[src/rtl/hp0_pkg.sv]
// AXI3 encodings, writer FSM states and config helpers shared by the HP0 ring writer.
// Latency: none (declarations only).
// Backpressure: none (declarations only).
package hp0_pkg;

    localparam logic [1:0] BURST_INCR   = 2'b01;
    localparam logic [2:0] SIZE_4B      = 3'b010;
    localparam logic [3:0] CACHE_BUFMOD = 4'b0011;
    localparam logic [1:0] RESP_OKAY    = 2'b00;

    // One 16-beat burst of 4-byte words; base and ring size are kept at this granularity.
    localparam logic [31:0] BURST_BYTES = 32'd64;

    typedef enum logic [1:0] {
        IDLE = 2'd0,
        AW   = 2'd1,
        W    = 2'd2,
        B    = 2'd3
    } wr_state_t;

    // A ring must be non-empty and burst-aligned; the base must be burst-aligned so no
    // burst ever straddles a 4 KB boundary.
    function automatic logic cfg_bad(input logic [31:0] base, input logic [31:0] ring);
        return (base[5:0] != 6'd0) || (ring[5:0] != 6'd0) || (ring == 32'd0);
    endfunction

endpackage

[src/rtl/hp0_fifo.sv]
// Synchronous first-word-fall-through FIFO with occupancy count and flush.
// Latency: a pushed word is visible on rd_dat_o one cycle after the push edge.
// Backpressure: pushes while full and pops while empty are ignored; caller gates with full_o/empty_o.
module hp0_fifo #(
    parameter int DEPTH = 64,
    parameter int WIDTH = 32
) (
    input  logic                     clk,
    input  logic                     reset,
    input  logic                     flush_i,
    input  logic                     wr_vld_i,
    input  logic [WIDTH-1:0]         wr_dat_i,
    input  logic                     rd_rdy_i,
    output logic [WIDTH-1:0]         rd_dat_o,
    output logic                     full_o,
    output logic                     empty_o,
    output logic [$clog2(DEPTH):0]   count_o
);

    localparam int PW = $clog2(DEPTH);
    localparam logic [PW:0] FULL_CNT = (PW+1)'(DEPTH);

    logic [WIDTH-1:0] mem_q [DEPTH];
    logic [PW-1:0]    wr_ptr_q;
    logic [PW-1:0]    rd_ptr_q;
    logic [PW:0]      count_q;
    logic             push;
    logic             pop;

    assign full_o   = (count_q == FULL_CNT);
    assign empty_o  = (count_q == '0);
    assign count_o  = count_q;
    assign rd_dat_o = mem_q[rd_ptr_q];
    assign push     = wr_vld_i & ~full_o;
    assign pop      = rd_rdy_i & ~empty_o;

    // Storage array: written on accepted push, never reset (contents are qualified by count).
    always_ff @(posedge clk) begin
        if (push) begin
            mem_q[wr_ptr_q] <= wr_dat_i;
        end
    end

    // Pointer and occupancy tracking; pointers wrap naturally since DEPTH is a power of two.
    always_ff @(posedge clk) begin
        if (reset || flush_i) begin
            wr_ptr_q <= '0;
            rd_ptr_q <= '0;
            count_q  <= '0;
        end else begin
            if (push) begin
                wr_ptr_q <= wr_ptr_q + 1'b1;
            end
            if (pop) begin
                rd_ptr_q <= rd_ptr_q + 1'b1;
            end
            case ({push, pop})
                2'b10:   count_q <= count_q + 1'b1;
                2'b01:   count_q <= count_q - 1'b1;
                default: count_q <= count_q;
            endcase
        end
    end

endmodule

[src/rtl/hp0_ring_writer.sv]
// Streams input words into a DDR ring over S_AXI_HP0 as 16-beat INCR bursts, one outstanding.
// Latency: burst request 1 cycle after 16 words are buffered; wr_ptr updates 1 cycle after B handshake.
// Backpressure: s_ready drops when the FIFO is full, disabled, or config is bad; AXI valids hold until accepted.
module hp0_ring_writer
    import hp0_pkg::*;
#(
    parameter int         FIFO_DEPTH = 64,
    parameter int         BURST_LEN  = 16,
    parameter logic [5:0] AXI_ID     = 6'd0
) (
    input  logic        clk,
    input  logic        reset,
    input  logic        enable,
    input  logic [31:0] base_addr,
    input  logic [31:0] ring_bytes,
    input  logic [31:0] s_data,
    input  logic        s_valid,
    output logic        s_ready,
    output logic [31:0] S_AXI_HP0_awaddr,
    output logic        S_AXI_HP0_awvalid,
    output logic [3:0]  S_AXI_HP0_awlen,
    output logic [2:0]  S_AXI_HP0_awsize,
    output logic [1:0]  S_AXI_HP0_awburst,
    output logic [3:0]  S_AXI_HP0_awcache,
    output logic [2:0]  S_AXI_HP0_awprot,
    output logic [1:0]  S_AXI_HP0_awlock,
    output logic [3:0]  S_AXI_HP0_awqos,
    output logic [5:0]  S_AXI_HP0_awid,
    input  logic        S_AXI_HP0_awready,
    output logic [31:0] S_AXI_HP0_wdata,
    output logic [3:0]  S_AXI_HP0_wstrb,
    output logic        S_AXI_HP0_wlast,
    output logic        S_AXI_HP0_wvalid,
    output logic [5:0]  S_AXI_HP0_wid,
    input  logic        S_AXI_HP0_wready,
    input  logic        S_AXI_HP0_bvalid,
    input  logic [1:0]  S_AXI_HP0_bresp,
    input  logic [5:0]  S_AXI_HP0_bid,
    output logic        S_AXI_HP0_bready,
    output logic [31:0] wr_ptr,
    output logic        cfg_err,
    output logic        resp_err
);

    localparam int              CW        = $clog2(FIFO_DEPTH) + 1;
    localparam int              BW        = $clog2(BURST_LEN);
    localparam logic [CW-1:0]   BURST_CNT = CW'(BURST_LEN);
    localparam logic [BW-1:0]   LAST_BEAT = BW'(BURST_LEN - 1);

    // Configuration captured on the enable rising edge
    logic        enable_q;
    logic [31:0] base_q;
    logic [31:0] ring_q;
    logic        cfg_err_q;

    // Burst FSM and its registered AXI outputs
    wr_state_t   state_q;
    logic        awvalid_q;
    logic [31:0] awaddr_q;
    logic        wvalid_q;
    logic        wlast_q;
    logic        bready_q;
    logic [BW-1:0] beat_q;
    logic [31:0] offset_q;
    logic [31:0] offset_d;
    logic [31:0] offset_inc;
    logic [31:0] wr_ptr_q;
    logic        resp_err_q;

    // Input buffer
    logic          fifo_push;
    logic          fifo_pop;
    logic          fifo_flush;
    logic          fifo_full;
    logic          fifo_empty;
    logic [CW-1:0] fifo_count;
    logic [31:0]   fifo_dat;
    logic          burst_go;

    // The bid return and the empty flag carry no information this block needs:
    // IDs are constant and a burst only starts once 16 words are already counted.
    logic unused_ok;
    assign unused_ok = ^{S_AXI_HP0_bid, fifo_empty};

    assign s_ready    = enable & ~cfg_err_q & ~fifo_full;
    assign fifo_push  = s_valid & s_ready;
    assign fifo_pop   = wvalid_q & S_AXI_HP0_wready;
    // Only flush between bursts so an in-flight burst always gets its 16 words.
    assign fifo_flush = (state_q == IDLE) & ~enable;

    // enable_q also blocks a start in the rising-edge cycle, before new config is in place.
    assign burst_go   = enable & enable_q & ~cfg_err_q & (fifo_count >= BURST_CNT);

    // Wrap with >= so a ring shrunk by a re-enable mid-run still lands back at 0.
    assign offset_inc = offset_q + BURST_BYTES;
    assign offset_d   = (offset_inc >= ring_q) ? 32'd0 : offset_inc;

    hp0_fifo #(
        .DEPTH (FIFO_DEPTH),
        .WIDTH (32)
    ) u_fifo (
        .clk      (clk),
        .reset    (reset),
        .flush_i  (fifo_flush),
        .wr_vld_i (fifo_push),
        .wr_dat_i (s_data),
        .rd_rdy_i (fifo_pop),
        .rd_dat_o (fifo_dat),
        .full_o   (fifo_full),
        .empty_o  (fifo_empty),
        .count_o  (fifo_count)
    );

    // Latch ring geometry on enable rising edge; a bad config stays flagged until reset.
    always_ff @(posedge clk) begin
        if (reset) begin
            enable_q  <= 1'b0;
            base_q    <= '0;
            ring_q    <= '0;
            cfg_err_q <= 1'b0;
        end else begin
            enable_q <= enable;
            if (enable && !enable_q) begin
                base_q <= base_addr;
                ring_q <= ring_bytes;
                if (cfg_bad(base_addr, ring_bytes)) begin
                    cfg_err_q <= 1'b1;
                end
            end
        end
    end

    // Burst sequencer: address, then 16 data beats, then response, one burst at a time.
    always_ff @(posedge clk) begin
        if (reset) begin
            state_q    <= IDLE;
            awvalid_q  <= 1'b0;
            awaddr_q   <= '0;
            wvalid_q   <= 1'b0;
            wlast_q    <= 1'b0;
            bready_q   <= 1'b0;
            beat_q     <= '0;
            offset_q   <= '0;
            wr_ptr_q   <= '0;
            resp_err_q <= 1'b0;
        end else begin
            unique case (state_q)
                IDLE: begin
                    if (!enable) begin
                        offset_q <= '0;
                        wr_ptr_q <= '0;
                    end else if (burst_go) begin
                        awaddr_q  <= base_q + offset_q;
                        awvalid_q <= 1'b1;
                        state_q   <= AW;
                    end
                end
                AW: begin
                    if (S_AXI_HP0_awready) begin
                        awvalid_q <= 1'b0;
                        wvalid_q  <= 1'b1;
                        beat_q    <= '0;
                        wlast_q   <= (LAST_BEAT == '0);
                        state_q   <= W;
                    end
                end
                W: begin
                    if (S_AXI_HP0_wready) begin
                        if (wlast_q) begin
                            wvalid_q <= 1'b0;
                            wlast_q  <= 1'b0;
                            bready_q <= 1'b1;
                            state_q  <= B;
                        end else begin
                            beat_q  <= beat_q + 1'b1;
                            wlast_q <= ((beat_q + 1'b1) == LAST_BEAT);
                        end
                    end
                end
                B: begin
                    if (S_AXI_HP0_bvalid) begin
                        bready_q <= 1'b0;
                        if (S_AXI_HP0_bresp != RESP_OKAY) begin
                            resp_err_q <= 1'b1;
                        end
                        offset_q <= offset_d;
                        wr_ptr_q <= offset_d;
                        state_q  <= IDLE;
                    end
                end
                default: state_q <= IDLE;
            endcase
        end
    end

    assign S_AXI_HP0_awaddr  = awaddr_q;
    assign S_AXI_HP0_awvalid = awvalid_q;
    assign S_AXI_HP0_awlen   = 4'(BURST_LEN - 1);
    assign S_AXI_HP0_awsize  = SIZE_4B;
    assign S_AXI_HP0_awburst = BURST_INCR;
    assign S_AXI_HP0_awcache = CACHE_BUFMOD;
    assign S_AXI_HP0_awprot  = 3'b000;
    assign S_AXI_HP0_awlock  = 2'b00;
    assign S_AXI_HP0_awqos   = 4'h0;
    assign S_AXI_HP0_awid    = AXI_ID;
    assign S_AXI_HP0_wdata   = fifo_dat;
    assign S_AXI_HP0_wstrb   = 4'hF;
    assign S_AXI_HP0_wlast   = wlast_q;
    assign S_AXI_HP0_wvalid  = wvalid_q;
    assign S_AXI_HP0_wid     = AXI_ID;
    assign S_AXI_HP0_bready  = bready_q;
    assign wr_ptr            = wr_ptr_q;
    assign cfg_err           = cfg_err_q;
    assign resp_err          = resp_err_q;

endmodule

[config.mk]
export PLATFORM = sky130hd
export DESIGN_NAME = hp0_ring_writer
export DESIGN_NICKNAME = d
export VERILOG_FILES = /design/src/rtl/hp0_pkg.sv /design/src/rtl/hp0_fifo.sv /design/src/rtl/hp0_ring_writer.sv
export SDC_FILE = /design/constraint.sdc
export NUM_CORES = 2
export LEC_CHECK = 0
export BUFFER_PORTS_ARGS = -buffer_cell sky130_fd_sc_hd__buf_2
export CAP_MARGIN = 10
export CORE_MARGIN = 4
export CORE_UTILIZATION = 65
export DETAILED_ROUTE_END_ITERATION = 10
export GPL_ROUTABILITY_DRIVEN = 0
export PLACE_DENSITY = 0.94
export SETUP_SLACK_MARGIN = 0.3
export SLEW_MARGIN = 20
export SYNTH_ARGS = -nofsm -noshare
export SYNTH_HDL_FRONTEND = slang
export SYNTH_SLANG_ARGS = --single-unit
[constraint.sdc]
create_clock -name clk -period 6.2 [get_ports clk]
set_input_delay 0.93 -clock clk [delete_from_list [all_inputs] [get_ports clk]]
set_output_delay 0.93 -clock clk [all_outputs]
set_load 0.03 [all_outputs]
==> results.json <==
{
  "multiInputGateArea_mm2": 0.0210,
  "ant_nets": 0,
  "dr.max_layer_used": "met5",
  "rows": 133,
  "fin_skew_ns": 0.0529,
  "dieHeight_um": 373,
  "cp_max_fo": 36,
  "power_uw": 30000,
  "antenna_found_initial": 36,
  "worst_pin_slew_ns": 1.24,
  "synthCells": 4318,
  "setup_ws_ns": 0.664,
  "port_buffers": 201,
  "cts_buffers": 205,
  "drtPass1Iterations": 8,
  "status": "finished, final reports clean",
  "worst-setup-path-type": "reg -> out",
  "synth.area.top_cells": "edfxtp_1 (71%), mux4_2 (14%), dfxtp_1 (3.7%), mux2i_1 (2.0%), nand2_1 (1.0%)",
  "clk_path_buf_depth": 3,
  "cts_resized": 0,
  "regArea_mm2": 0.0647,
  "wl_per_cell_um": 40.6,
  "clk_latency_ns": 0.85,
  "yosysWarnings": 0,
  "cts_sinks": 2208,
  "path_delay_family": "multiplexers",
  "tritoncts": "built",
  "area_growth_pct": 12.3,
  "instances_no_fill": 6559,
  "pin_count": 252,
  "wl_met1_um": 79800,
  "core_mm2": 0.132,
  "drive_gt1_frac": 0.263,
  "pre_cts_slack_ns": 1.08,
  "power.leakage_uw": 0.0301,
  "drt_first_iter_violations": 9568,
  "drv_slew": 0,
  "viasPerCell": 7.63,
  "ys_seq_area_frac": 0.748,
  "postSynth.asyncResetShare": 0,
  "drv_cap": 0,
  "crit_required_ns": 5.27,
  "dieArea_mm2": 0.139,
  "synth-edff-count": 2048,
  "hold_violations": 0,
  "dpl.cell_count": 6159,
  "power-per-cell-area_mw_per_mm2": 309,
  "min_path_type": "in -> reg",
  "cts_max_level": 4,
  "rsz0062_at_grt": "false",
  "synth.largest_area_cell": "edfxtp_1",
  "tns_ns": 0,
  "route.detailed.drc": 0,
  "synth_cell_types": 55,
  "grt_max_degree": 114,
  "path_cells": "buf_4 > mux4_2 > mux4_2 > o22ai_1 > a21oi_1 > buf_2",
  "clk_pin_slew_ns": 0.06,
  "max_freq_ghz": 0.181,
  "setup_viol": 0,
  "layout_commonest_cell": "edfxtp_1",
  "reg2reg_setup_slack_ns": 1.54,
  "r2r_cells": 7,
  "reg2reg_to": "u_fifo.mem_q[9][15]",
  "worst_r2r_startpoint": "u_fifo.count_o[0]",
  "fin_nets": 4791,
  "ys.flop_type": "edfxtp_1",
  "final.min_clock_period_ns": 5.54,
  "mostFrequentLayoutCells": "edfxtp_1 (2048), mux4_2 (547), nand2_1 (232), clkbuf_16 (206), mux2i_1 (169)",
  "grt_pass1_wl_um": 375000,
  "root_buffer": "clkbuf_16",
  "grt_usage": 0.383,
  "place_hpwl_um": 144000,
  "slowest_delay_ns": 0.87,
  "synth_top_area_frac": 0.711,
  "cts_setup_buffers": 0,
  "start_kind": "flip-flop",
  "grt_pass1_vias": 48900,
  "dr_total_vias": 50000,
  "cp_data_arrival_time_ns": 4.61,
  "end_kind": "primary output",
  "ctsHoldBuffers": 0,
  "wl_um": 266000,
  "gr-total-overflow": 0,
  "maxSlewHeadroom": 0.172,
  "endpoint": "S_AXI_HP0_wdata[23]",
  "vdd_drop_max_mv": 0.429,
  "cp.depth": 6,
  "num-fill-cells": 6561,
  "path_buf_inv": 2,
  "met2_wirelength_um": 127000,
  "die_w_um": 373,
  "ys_ff_latch": 2208,
  "crit_slowest_cell": "dfxtp_4",
  "initial_core_util": 0.656,
  "holdPathStages": 3,
  "syn_area_mm2": 0.0865,
  "timing.final.crit_share": 0.893,
  "dr_wl_met3_um": 35200,
  "crit_top_cell": "mux4_2",
  "avgSynthCellArea_um2": 20.0
}
==> metal layers <==
layer	GRT usage	vias up
met5	0	-
met4	0.250	32
met3	0.110	1390
met2	0.604	5590
met1	0.470	24800
li1	-	18200
==> cells in the mapped netlist (3+ instances only) <==
| library cell | number |
|---|---|
| edfxtp_1 | 2048 |
| mux4_2 | 547 |
| nand2_1 | 232 |
| mux2i_1 | 169 |
| a21oi_1 | 167 |
| dfxtp_1 | 160 |
| clkbuf_1 | 121 |
| nor2_1 | 118 |
| nand3_1 | 86 |
| a22oi_1 | 83 |
| ha_1 | 66 |
| buf_2 | 60 |
| buf_4 | 59 |
| inv_1 | 50 |
| o21ai_0 | 39 |
| xnor2_1 | 32 |
| buf_1 | 28 |
| xor2_1 | 28 |
| a22o_1 | 24 |
| o21ai_1 | 23 |
| o22ai_1 | 21 |
| and3_1 | 17 |
| nand4_1 | 17 |
| a21o_1 | 14 |
| nor4_1 | 14 |
| nor2b_1 | 10 |
| nor3_1 | 9 |
| a211oi_1 | 8 |
| a31oi_1 | 8 |
| nand2b_1 | 6 |
| and4_1 | 5 |
| or3_1 | 5 |
| nand3b_1 | 4 |
| a21boi_0 | 3 |
| and2_1 | 3 |
| buf_6 | 3 |
| o21bai_1 | 3 |
| or2_2 | 3 |
==> kinds of logic after synthesis <==
group                    synth area share
flip-flops                          0.748
adder cells (fa/ha/maj)           0.00978
AND/OR/NAND/NOR                    0.0275
multiplexers                        0.162
AO/OA/AOI/OAI                      0.0288
buffers and inverters              0.0177
XOR/XNOR                          0.00607
other                           0.0000868
==> state kept, by name (all words and copies together), names as in the netlist, named ones only <==
name / count
u_fifo.mem_q: 2048
S_AXI_HP0_awaddr: 32
base_q: 32
ring_q: 32
wr_ptr: 26
u_fifo.count_o: 7
u_fifo.rd_ptr_q: 6
u_fifo.wr_ptr_q: 6
beat_q: 4
state_q: 2
S_AXI_HP0_awvalid: 1
S_AXI_HP0_bready: 1
S_AXI_HP0_wlast: 1
S_AXI_HP0_wvalid: 1
cfg_err: 1
enable_q: 1
resp_err: 1
==> power by group <==
part	leakage [uW]	switching [uW]	internal, uW
sequential	0.0197	23.9	16300
combinational	0.00710	463	113
clock	0.00332	5920	7190
total	0.0301	6410	23600
==> worst register-to-register path, cell delays in order, from the launching register on <==
cell and delay, ns:
dfxtp_1 0.44, nor4_1 0.15, a311oi_1 0.59, nand2_1 0.42
nor2_1 0.44, nand2_1 0.74, nor2_4 1.07, buf_4 0.47
==> cell type report <==
class | instances | area share
flip-flops and latches | 2208 | 0.666
multi-input cells | 1830 | 0.216
repair buffers | 318 | 0.0224
clock inverters | 136 | 0.0154
well taps | 1755 | 0.0226
clock buffers | 244 | 0.0548
inverters | 50 | 0.00193
diodes | 18 | 0.000464
==> stage by stage <==
stage	util	hold WS (ns)	cell area (um2)
after global placement	0.684	0.429	90100
after global routing	0.737	0.310	97100
after floorplan	-	0.432	86700
final	0.737	0.320	97100
after detailed placement	0.684	0.442	90100
after CTS	0.736	0.274	97000
==> worst min-delay path by stage <==
stage / from / to / slack, ns
floorplan: base_q[0] / S_AXI_HP0_awaddr[0] / 0.43
global placement: resp_err / resp_err / 0.43
detailed placement: S_AXI_HP0_awaddr[11] / S_AXI_HP0_awaddr[11] / 0.44
CTS: base_addr[25] / base_q[25] / 0.27
global route: base_addr[25] / base_q[25] / 0.31
finish: base_addr[16] / base_q[16] / 0.32
(Power assumes the default switching activity.)
